`config.mk`:
```
export PLATFORM = sky130hd
export DESIGN_NAME = noise_reduction_ctrl_flat
export DESIGN_NICKNAME = d
export VERILOG_FILES = /design/src/rtl/noise_reduction_ctrl_if.sv /design/src/rtl/noise_reduction_ctrl.sv /design/src/flat_wrapper.sv
export SDC_FILE = /design/constraint.sdc
export NUM_CORES = 1
export LEC_CHECK = 0
export BUFFER_PORTS_ARGS = -buffer_cell sky130_fd_sc_hd__buf_2
export CAP_MARGIN = 20
export CORE_MARGIN = 4
export CORE_UTILIZATION = 50
export CTS_CLUSTER_DIAMETER = 80
export DETAILED_ROUTE_END_ITERATION = 16
export PLACE_DENSITY = 0.87
export SYNTH_ARGS = -nofsm -noshare
export SYNTH_HDL_FRONTEND = slang
export SYNTH_SLANG_ARGS = --single-unit
```
`constraint.sdc`:
```
create_clock -name iCLK -period 3.5 [get_ports iCLK]
set_clock_uncertainty 0.05 [all_clocks]
set_input_delay 0.35 -clock iCLK [delete_from_list [all_inputs] [get_ports iCLK]]
set_output_delay 0.35 -clock iCLK [all_outputs]
set_load 0.005 [all_outputs]
```
`src/rtl/noise_reduction_ctrl_if.sv`:
```
// Capture-stream and register-write signals that feed noise_reduction_ctrl.
// The capture counters and the config master drive the master side; the controller listens on the slave side.
interface noise_reduction_ctrl_if;
  logic        iDVAL;
  logic [15:0] iX_Cont;
  logic [15:0] iY_Cont;
  logic        iCFG_WR;
  logic [1:0]  iCFG_ADDR;
  logic [15:0] iCFG_DATA;

  modport master (output iDVAL, iX_Cont, iY_Cont, iCFG_WR, iCFG_ADDR, iCFG_DATA);
  modport slave  (input  iDVAL, iX_Cont, iY_Cont, iCFG_WR, iCFG_ADDR, iCFG_DATA);
endinterface

```
`src/rtl/noise_reduction_ctrl.sv`:
```
// Frame-level controller for the 3x3 binary noise-reduction filter: staged config, frame sequencing, window-valid strobe.
// Build macro NR_CTRL_STATS_EN adds the completed/truncated frame counters on oFRAME_CNT and oDROP_CNT.
module noise_reduction_ctrl #(
  parameter int          IMG_WIDTH   = 640,
  parameter int          IMG_HEIGHT  = 480,
  parameter logic [14:0] DEF_THRESH  = 15'd8000,
  parameter logic [3:0]  DEF_SHALLOW = 4'd8
) (
  input  logic                  iCLK,
  input  logic                  iRST,
  noise_reduction_ctrl_if.slave bus,
  output logic [1:0]            oMODE,
  output logic [14:0]           oTHRESH_DEEP,
  output logic [3:0]            oTHRESH_SHALLOW,
  output logic                  oWIN_VALID,
  output logic                  oFRAME_START,
  output logic                  oFRAME_DONE,
  output logic                  oBUSY,
  output logic                  oERR,
  output logic [15:0]           oFRAME_CNT,
  output logic [15:0]           oDROP_CNT
);

  typedef enum logic [2:0] {IDLE, WAIT_SOF, PRIME, RUN, DONE} stateT;

  localparam logic [15:0] LAST_COL = 16'(IMG_WIDTH - 1);
  localparam logic [15:0] LAST_ROW = 16'(IMG_HEIGHT - 1);

  stateT       state;
  logic [1:0]  stagedMode;
  logic [14:0] stagedDeep;
  logic [3:0]  stagedShallow;
  logic        enable;
  logic        singleShot;
  logic [15:0] colCnt;
  logic [15:0] rowCnt;
  logic [15:0] curCol;
  logic [15:0] curRow;
  logic        sof;
  logic        lastCol;
  logic        primeEnd;
  logic        frameEnd;
  logic        startEvt;
  logic        truncEvt;
  logic        loadActive;
  logic        errClr;
  logic        winRaw;
  logic        winDly;
  logic        unusedCfgBit;

  assign unusedCfgBit = bus.iCFG_DATA[15];

  // The SOF pixel itself is column 0 of row 0, so the counters hold the position of the next expected pixel.
  assign sof      = bus.iDVAL && (bus.iX_Cont == 16'd0) && (bus.iY_Cont == 16'd0);
  assign curCol   = sof ? 16'd0 : colCnt;
  assign curRow   = sof ? 16'd0 : rowCnt;
  assign lastCol  = (curCol == LAST_COL);
  assign primeEnd = bus.iDVAL && lastCol && (curRow == 16'd1);
  assign frameEnd = bus.iDVAL && lastCol && (curRow == LAST_ROW);

  assign truncEvt = sof && ((state == PRIME) || (state == RUN));
  assign startEvt = sof && ((state == WAIT_SOF) || (state == PRIME) || (state == RUN) ||
                            ((state == DONE) && enable && !singleShot));
  assign loadActive = startEvt || (state == IDLE);
  assign errClr     = bus.iCFG_WR && (bus.iCFG_ADDR == 2'd3) && bus.iCFG_DATA[2];
  assign winRaw     = bus.iDVAL && (state == RUN) && (curCol >= 16'd2);

  always_ff @(posedge iCLK or negedge iRST) begin
    if (!iRST) begin
      colCnt <= 16'd0;
      rowCnt <= 16'd0;
    end else if (bus.iDVAL) begin
      if (lastCol) begin
        colCnt <= 16'd0;
        rowCnt <= curRow + 16'd1;
      end else begin
        colCnt <= curCol + 16'd1;
        rowCnt <= curRow;
      end
    end
  end

  // Staged register file; a finishing single-shot or disabled frame drops enable unless a write lands that cycle.
  always_ff @(posedge iCLK or negedge iRST) begin
    if (!iRST) begin
      stagedMode    <= 2'd0;
      stagedDeep    <= DEF_THRESH;
      stagedShallow <= DEF_SHALLOW;
      enable        <= 1'b0;
      singleShot    <= 1'b0;
    end else begin
      if ((state == DONE) && (singleShot || !enable)) enable <= 1'b0;
      if (bus.iCFG_WR) begin
        case (bus.iCFG_ADDR)
          2'd0: stagedMode    <= bus.iCFG_DATA[1:0];
          2'd1: stagedDeep    <= bus.iCFG_DATA[14:0];
          2'd2: stagedShallow <= bus.iCFG_DATA[3:0];
          default: begin
            enable     <= bus.iCFG_DATA[0];
            singleShot <= bus.iCFG_DATA[1];
          end
        endcase
      end
    end
  end

  always_ff @(posedge iCLK or negedge iRST) begin
    if (!iRST) begin
      state           <= IDLE;
      oMODE           <= 2'd0;
      oTHRESH_DEEP    <= DEF_THRESH;
      oTHRESH_SHALLOW <= DEF_SHALLOW;
      oFRAME_START    <= 1'b0;
      oFRAME_DONE     <= 1'b0;
      oBUSY           <= 1'b0;
      oERR            <= 1'b0;
    end else begin
      oFRAME_START <= 1'b0;
      oFRAME_DONE  <= 1'b0;
      if (errClr)   oERR <= 1'b0;
      if (truncEvt) oERR <= 1'b1;
      // NOTE: non-blocking assignment means a write landing on the SOF edge is not yet visible here,
      // so the frame starts with the pre-write staged value and the write waits for the next frame.
      if (loadActive) begin
        oMODE           <= stagedMode;
        oTHRESH_DEEP    <= stagedDeep;
        oTHRESH_SHALLOW <= stagedShallow;
      end
      if (startEvt) begin
        state        <= PRIME;
        oFRAME_START <= 1'b1;
        oBUSY        <= 1'b1;
      end else begin
        case (state)
          IDLE:     if (enable) state <= WAIT_SOF;
          WAIT_SOF: state <= WAIT_SOF;
          PRIME:    if (primeEnd) state <= RUN;
          RUN: begin
            if (frameEnd) begin
              state       <= DONE;
              oFRAME_DONE <= 1'b1;
              oBUSY       <= 1'b0;
            end
          end
          DONE:     state <= (singleShot || !enable) ? IDLE : WAIT_SOF;
          default: begin
            state <= IDLE;
            oBUSY <= 1'b0;
          end
        endcase
      end
    end
  end

  // Two-stage delay matches the line-buffer read plus filter-decision pipeline.
  always_ff @(posedge iCLK or negedge iRST) begin
    if (!iRST) begin
      winDly     <= 1'b0;
      oWIN_VALID <= 1'b0;
    end else begin
      winDly     <= winRaw;
      oWIN_VALID <= winDly;
    end
  end

`ifdef NR_CTRL_STATS_EN
  logic [15:0] frameCnt;
  logic [15:0] dropCnt;

  always_ff @(posedge iCLK or negedge iRST) begin
    if (!iRST) begin
      frameCnt <= 16'd0;
      dropCnt  <= 16'd0;
    end else begin
      if (state == DONE) frameCnt <= frameCnt + 16'd1;
      if (truncEvt)      dropCnt  <= dropCnt + 16'd1;
    end
  end

  assign oFRAME_CNT = frameCnt;
  assign oDROP_CNT  = dropCnt;
`else
  assign oFRAME_CNT = 16'd0;
  assign oDROP_CNT  = 16'd0;
`endif

endmodule

```
`src/flat_wrapper.sv`:
```
// flat-port wrapper written by rule: the top's interface ports become plain ports
module noise_reduction_ctrl_flat 
#(
  parameter int          IMG_WIDTH   = 640,
  parameter int          IMG_HEIGHT  = 480,
  parameter logic [14:0] DEF_THRESH  = 15'd8000,
  parameter logic [3:0]  DEF_SHALLOW = 4'd8
)
  (iCLK, iRST, oMODE, oTHRESH_DEEP, oTHRESH_SHALLOW, oWIN_VALID, oFRAME_START, oFRAME_DONE, oBUSY, oERR, oFRAME_CNT, oDROP_CNT, bus_iDVAL, bus_iX_Cont, bus_iY_Cont, bus_iCFG_WR, bus_iCFG_ADDR, bus_iCFG_DATA);
  noise_reduction_ctrl_if bus_i ();
  input  logic iCLK;
  input  logic iRST;
  output logic [1:0] oMODE;
  output logic [14:0] oTHRESH_DEEP;
  output logic [3:0] oTHRESH_SHALLOW;
  output logic oWIN_VALID;
  output logic oFRAME_START;
  output logic oFRAME_DONE;
  output logic oBUSY;
  output logic oERR;
  output logic [15:0] oFRAME_CNT;
  output logic [15:0] oDROP_CNT;
  input wire logic [$bits(bus_i.iDVAL)-1:0] bus_iDVAL;
  input wire logic [$bits(bus_i.iX_Cont)-1:0] bus_iX_Cont;
  input wire logic [$bits(bus_i.iY_Cont)-1:0] bus_iY_Cont;
  input wire logic [$bits(bus_i.iCFG_WR)-1:0] bus_iCFG_WR;
  input wire logic [$bits(bus_i.iCFG_ADDR)-1:0] bus_iCFG_ADDR;
  input wire logic [$bits(bus_i.iCFG_DATA)-1:0] bus_iCFG_DATA;
  assign bus_i.iDVAL = bus_iDVAL;
  assign bus_i.iX_Cont = bus_iX_Cont;
  assign bus_i.iY_Cont = bus_iY_Cont;
  assign bus_i.iCFG_WR = bus_iCFG_WR;
  assign bus_i.iCFG_ADDR = bus_iCFG_ADDR;
  assign bus_i.iCFG_DATA = bus_iCFG_DATA;
  noise_reduction_ctrl #(.IMG_WIDTH(IMG_WIDTH), .IMG_HEIGHT(IMG_HEIGHT), .DEF_THRESH(DEF_THRESH), .DEF_SHALLOW(DEF_SHALLOW)) u_core (.iCLK(iCLK), .iRST(iRST), .bus(bus_i), .oMODE(oMODE), .oTHRESH_DEEP(oTHRESH_DEEP), .oTHRESH_SHALLOW(oTHRESH_SHALLOW), .oWIN_VALID(oWIN_VALID), .oFRAME_START(oFRAME_START), .oFRAME_DONE(oFRAME_DONE), .oBUSY(oBUSY), .oERR(oERR), .oFRAME_CNT(oFRAME_CNT), .oDROP_CNT(oDROP_CNT));
endmodule
```
==> metrics.txt <==
# TYPE chip_impl_metric gauge
chip_impl_info{name="status",value="finished clean"} 1
chip_impl_metric{name="postCtsSetupBuffers",unit=""} 0
chip_impl_metric{name="final.min_clock_period",unit="ns"} 2.79
chip_impl_metric{name="met3_routed_wl",unit="um"} 574
chip_impl_metric{name="rows",unit=""} 33
chip_impl_metric{name="routed_length_on_met1",unit="um"} 3930
chip_impl_metric{name="initial_util",unit=""} 0.522
chip_impl_metric{name="first_pass_grt_wire_length",unit="um"} 15700
chip_impl_metric{name="dp_hpwl",unit="um"} 6720
chip_impl_metric{name="met2_wirelength",unit="um"} 4770
chip_impl_metric{name="vias_in_the_first_global_route",unit=""} 3298
chip_impl_metric{name="gp_routability_congestion",unit=""} 0.870
chip_impl_info{name="hold_class",value="in2reg"} 1
chip_impl_info{name="rsz0062_at_grt",value="no"} 1
chip_impl_metric{name="groute.usage.overall",unit=""} 0.189
chip_impl_info{name="ctsRootBufferMaster",value="sky130_fd_sc_hd__clkbuf_8"} 1
chip_impl_metric{name="finalSetupTns",unit="ns"} 0
chip_impl_metric{name="synth_cell_type_count",unit=""} 43
chip_impl_metric{name="cts-buffers-inserted",unit=""} 9
chip_impl_metric{name="via_count",unit=""} 3366
chip_impl_info{name="yosys_most_used_dff",value="sky130_fd_sc_hd__dfrtp_1"} 1
chip_impl_metric{name="io_buffers",unit=""} 78
chip_impl_metric{name="i_o_pins",unit=""} 112
chip_impl_info{name="cts_tree",value="built"} 1
chip_impl_metric{name="worstPathArrival",unit="ns"} 2.98
chip_impl_metric{name="core_area",unit="um2"} 8340
chip_impl_metric{name="antenna_violating_nets_post_route",unit=""} 0
chip_impl_metric{name="period_share",unit=""} 0.797
chip_impl_metric{name="synth_area_per_cell",unit="um2"} 10.4
chip_impl_metric{name="worst_hold_path.num_cells",unit=""} 2
chip_impl_metric{name="drv.max_cap_violation_count",unit=""} 0
chip_impl_metric{name="clk_pin_slew_worst_paths",unit="ns"} 0.09
chip_impl_metric{name="timing.critical_path.fanout_max",unit=""} 18
chip_impl_info{name="dr.max_layer_used",value="met4"} 1
chip_impl_metric{name="h-tree-depth",unit=""} 3
chip_impl_metric{name="leakage",unit="nW"} 2.37
chip_impl_metric{name="irDropWorstVdd",unit="mV"} 0.335
chip_impl_metric{name="power.density",unit="nW/um2"} 434
chip_impl_metric{name="crit_required",unit="ns"} 3.69
chip_impl_metric{name="synth_enable_flop_cells",unit=""} 0
chip_impl_metric{name="number_of_antenna_violations_at_the_first_check_in_global_routing",unit=""} 0
chip_impl_metric{name="achievable-frequency",unit="GHz"} 0.358
chip_impl_metric{name="synth-async-reset-ratio",unit=""} 1.00
chip_impl_metric{name="cts_resized",unit=""} 0
chip_impl_metric{name="register_area",unit="um2"} 2140
chip_impl_metric{name="post_drt_via_cell_ratio",unit=""} 5.55
chip_impl_metric{name="cts.hold.buffers_added",unit=""} 0
chip_impl_info{name="timing_worst_setup_path_type",value="reg2reg"} 1
chip_impl_metric{name="insertion_delay",unit="ns"} 0.36
chip_impl_metric{name="first_pass_iters",unit=""} 4
chip_impl_metric{name="dr.first_iter.drc_count",unit=""} 195
chip_impl_metric{name="final_layout_size_suffix_gt1_frac",unit=""} 0.331
chip_impl_info{name="worstSetupEndpointType",value="register"} 1
chip_impl_metric{name="final-setup-viol-count",unit=""} 0
chip_impl_metric{name="areaGrowthSynthToFinish",unit="%"} 14.7
chip_impl_metric{name="seq_area_frac_synth",unit=""} 0.492
chip_impl_metric{name="insertedDiodeCount",unit=""} 0
chip_impl_metric{name="max_slew_margin",unit=""} 0.484
chip_impl_metric{name="die_h",unit="um"} 101
chip_impl_metric{name="wl",unit="um"} 9460
chip_impl_metric{name="maximum_number_of_pins_on_one_net_before_global_route_repair",unit=""} 86
chip_impl_metric{name="syn-instance-count",unit=""} 418
chip_impl_metric{name="hold_viol",unit=""} 0
chip_impl_metric{name="floorplan.die_area",unit="um2"} 10300
chip_impl_metric{name="finalNetCount",unit=""} 553
chip_impl_metric{name="die-width",unit="um"} 101
chip_impl_metric{name="multi_input_area",unit="um2"} 1980
chip_impl_metric{name="netlist_area",unit="um2"} 4360
chip_impl_metric{name="register_bit_count_reported_by_yosys",unit=""} 85
chip_impl_metric{name="clock_sinks",unit=""} 85
chip_impl_metric{name="overflow_left_after_global_routing",unit=""} 0
chip_impl_metric{name="fillCellCount",unit=""} 685
chip_impl_metric{name="detail_route.drc_violations",unit=""} 0
chip_impl_metric{name="yosys_warnings",unit=""} 0
chip_impl_info{name="start_kind",value="register"} 1
chip_impl_metric{name="cts-root-to-sink-buffers",unit=""} 2
chip_impl_metric{name="p_total",unit="mW"} 2.17
chip_impl_metric{name="worst_pin_slew",unit="ns"} 0.772
chip_impl_metric{name="report.final.slew_viol_count",unit=""} 0
chip_impl_metric{name="wl_per_cell",unit="um"} 15.6
chip_impl_metric{name="register_to_register_path_depth",unit=""} 5
## per-stage QoR
step / cell area (um2) / hold slack, ns / setup slack (ns) / instances / utilization
5_1_grt: 4990 / 0.142 / 0.459 / 606 / 0.599
2_1_floorplan: 4470 / 0.00441 / 0.575 / 449 / -
3_3_place_gp: 4730 / 0.295 / 0.437 / 588 / 0.567
4_1_cts: 4960 / 0.145 / 0.719 / 604 / 0.594
6_report: 4990 / 0.169 / 0.710 / 606 / 0.599
3_5_place_dp: 4730 / 0.287 / 0.386 / 588 / 0.567
## final timing paths
| check | start | endpoint | slack, ns |
|---|---|---|---|
| min in group asynchronous | iRST | u_core.stagedDeep[4] | 0.29 |
| setup / recovery | u_core.colCnt[7] | u_core.oBUSY | 0.71 |
| setup reg to reg | u_core.colCnt[7] | u_core.oBUSY | 0.71 |
| max in group asynchronous | iRST | u_core.oTHRESH_DEEP[6] | 2.51 |
| hold / removal | bus_iCFG_DATA[11] | u_core.stagedDeep[11] | 0.17 |
| hold reg to reg | u_core.winDly | u_core.oWIN_VALID | 0.32 |
## final cells by class
cell class / count / area share
inverter: 12 / 0.00902
multi-input combinational: 303 / 0.396
clock inverter: 7 / 0.0210
timing repair buffer: 85 / 0.0937
sequential: 85 / 0.429
tap: 105 / 0.0263
clock buffer: 9 / 0.0248
## cell families after synthesis
family	count (synthesis)	synth area share
AOI/OAI and AO/OA	47	0.0704
xor gates and xnor gates	14	0.0282
adders and majority gates	3	0.00862
buffers and inverters	61	0.0827
DFF	85	0.492
muxes	48	0.123
other	1	0.000861
and+or+nand+nor	159	0.194
## layer usage
| metal | vias to the layer above | GRT usage |
|---|---|---|
| li1 | 1593 | - |
| met3 | 21 | 0.0489 |
| met5 | - | 0 |
| met4 | 0 | 0.0675 |
| met2 | 126 | 0.313 |
| met1 | 1626 | 0.240 |
## where the power goes
part / switching, mW / internal (mW) / leakage, nW
combinational: 0.117 / 0.110 / 1.19
clock: 0.378 / 0.414 / 0.118
sequential: 0.0725 / 1.07 / 1.06
## placed cells by master (no fill, tap or decap), drive strengths merged, types with 4 or more instances in the layout
master,count
nand2,19
or4,5
mux2i,4
nor2,38
and3,6
mux2,44
nor4,23
a22o,6
or3,6
conb,32
nand3,13
buf,84
a21oi,7
inv,15
dfrtp,71
xnor2,12
dfstp,14
nor3,21
nand4,11
clkbuf,9
o21ai,21
## synthesized netlist by cell type (4+ instances only)
cell type / n / area share
sky130_fd_sc_hd__and3_1: 6 / 0.0086
sky130_fd_sc_hd__or3_1: 6 / 0.0086
sky130_fd_sc_hd__dfstp_2: 14 / 0.084
sky130_fd_sc_hd__nand2_1: 19 / 0.016
sky130_fd_sc_hd__nand3_1: 13 / 0.015
sky130_fd_sc_hd__dfrtp_1: 71 / 0.41
sky130_fd_sc_hd__mux2i_1: 4 / 0.0092
sky130_fd_sc_hd__mux2_2: 44 / 0.11
sky130_fd_sc_hd__xnor2_1: 12 / 0.024
sky130_fd_sc_hd__nor4_1: 23 / 0.033
sky130_fd_sc_hd__inv_1: 12 / 0.010
sky130_fd_sc_hd__o21ai_0: 21 / 0.024
sky130_fd_sc_hd__nor2_1: 38 / 0.033
sky130_fd_sc_hd__a21oi_1: 7 / 0.0080
sky130_fd_sc_hd__nor3_1: 21 / 0.024
sky130_fd_sc_hd__buf_4: 33 / 0.057
sky130_fd_sc_hd__clkbuf_1: 15 / 0.013
sky130_fd_sc_hd__nand4_1: 11 / 0.016
sky130_fd_sc_hd__a22o_1: 6 / 0.012
## worst max-delay path, cell delays in order (launching register included)
cell	delay (ns)
sky130_fd_sc_hd__dfrtp_1	0.45
sky130_fd_sc_hd__or4_1	0.62
sky130_fd_sc_hd__or4_4	0.67
sky130_fd_sc_hd__nor4_1	0.43
sky130_fd_sc_hd__nor3_1	0.14
sky130_fd_sc_hd__a221o_1	0.31
## state kept, by name, indices dropped and copies added (netlist names), 2 cells and up
register,cells
u_core.colCnt,16
u_core.stagedShallow,4
u_core.stagedDeep,15
u_core.oTHRESH_SHALLOW,4
u_core.stagedMode,2
u_core.oTHRESH_DEEP,15
u_core.rowCnt,16
u_core.state,3
u_core.oMODE,2
(Power assumes the default switching activity.)
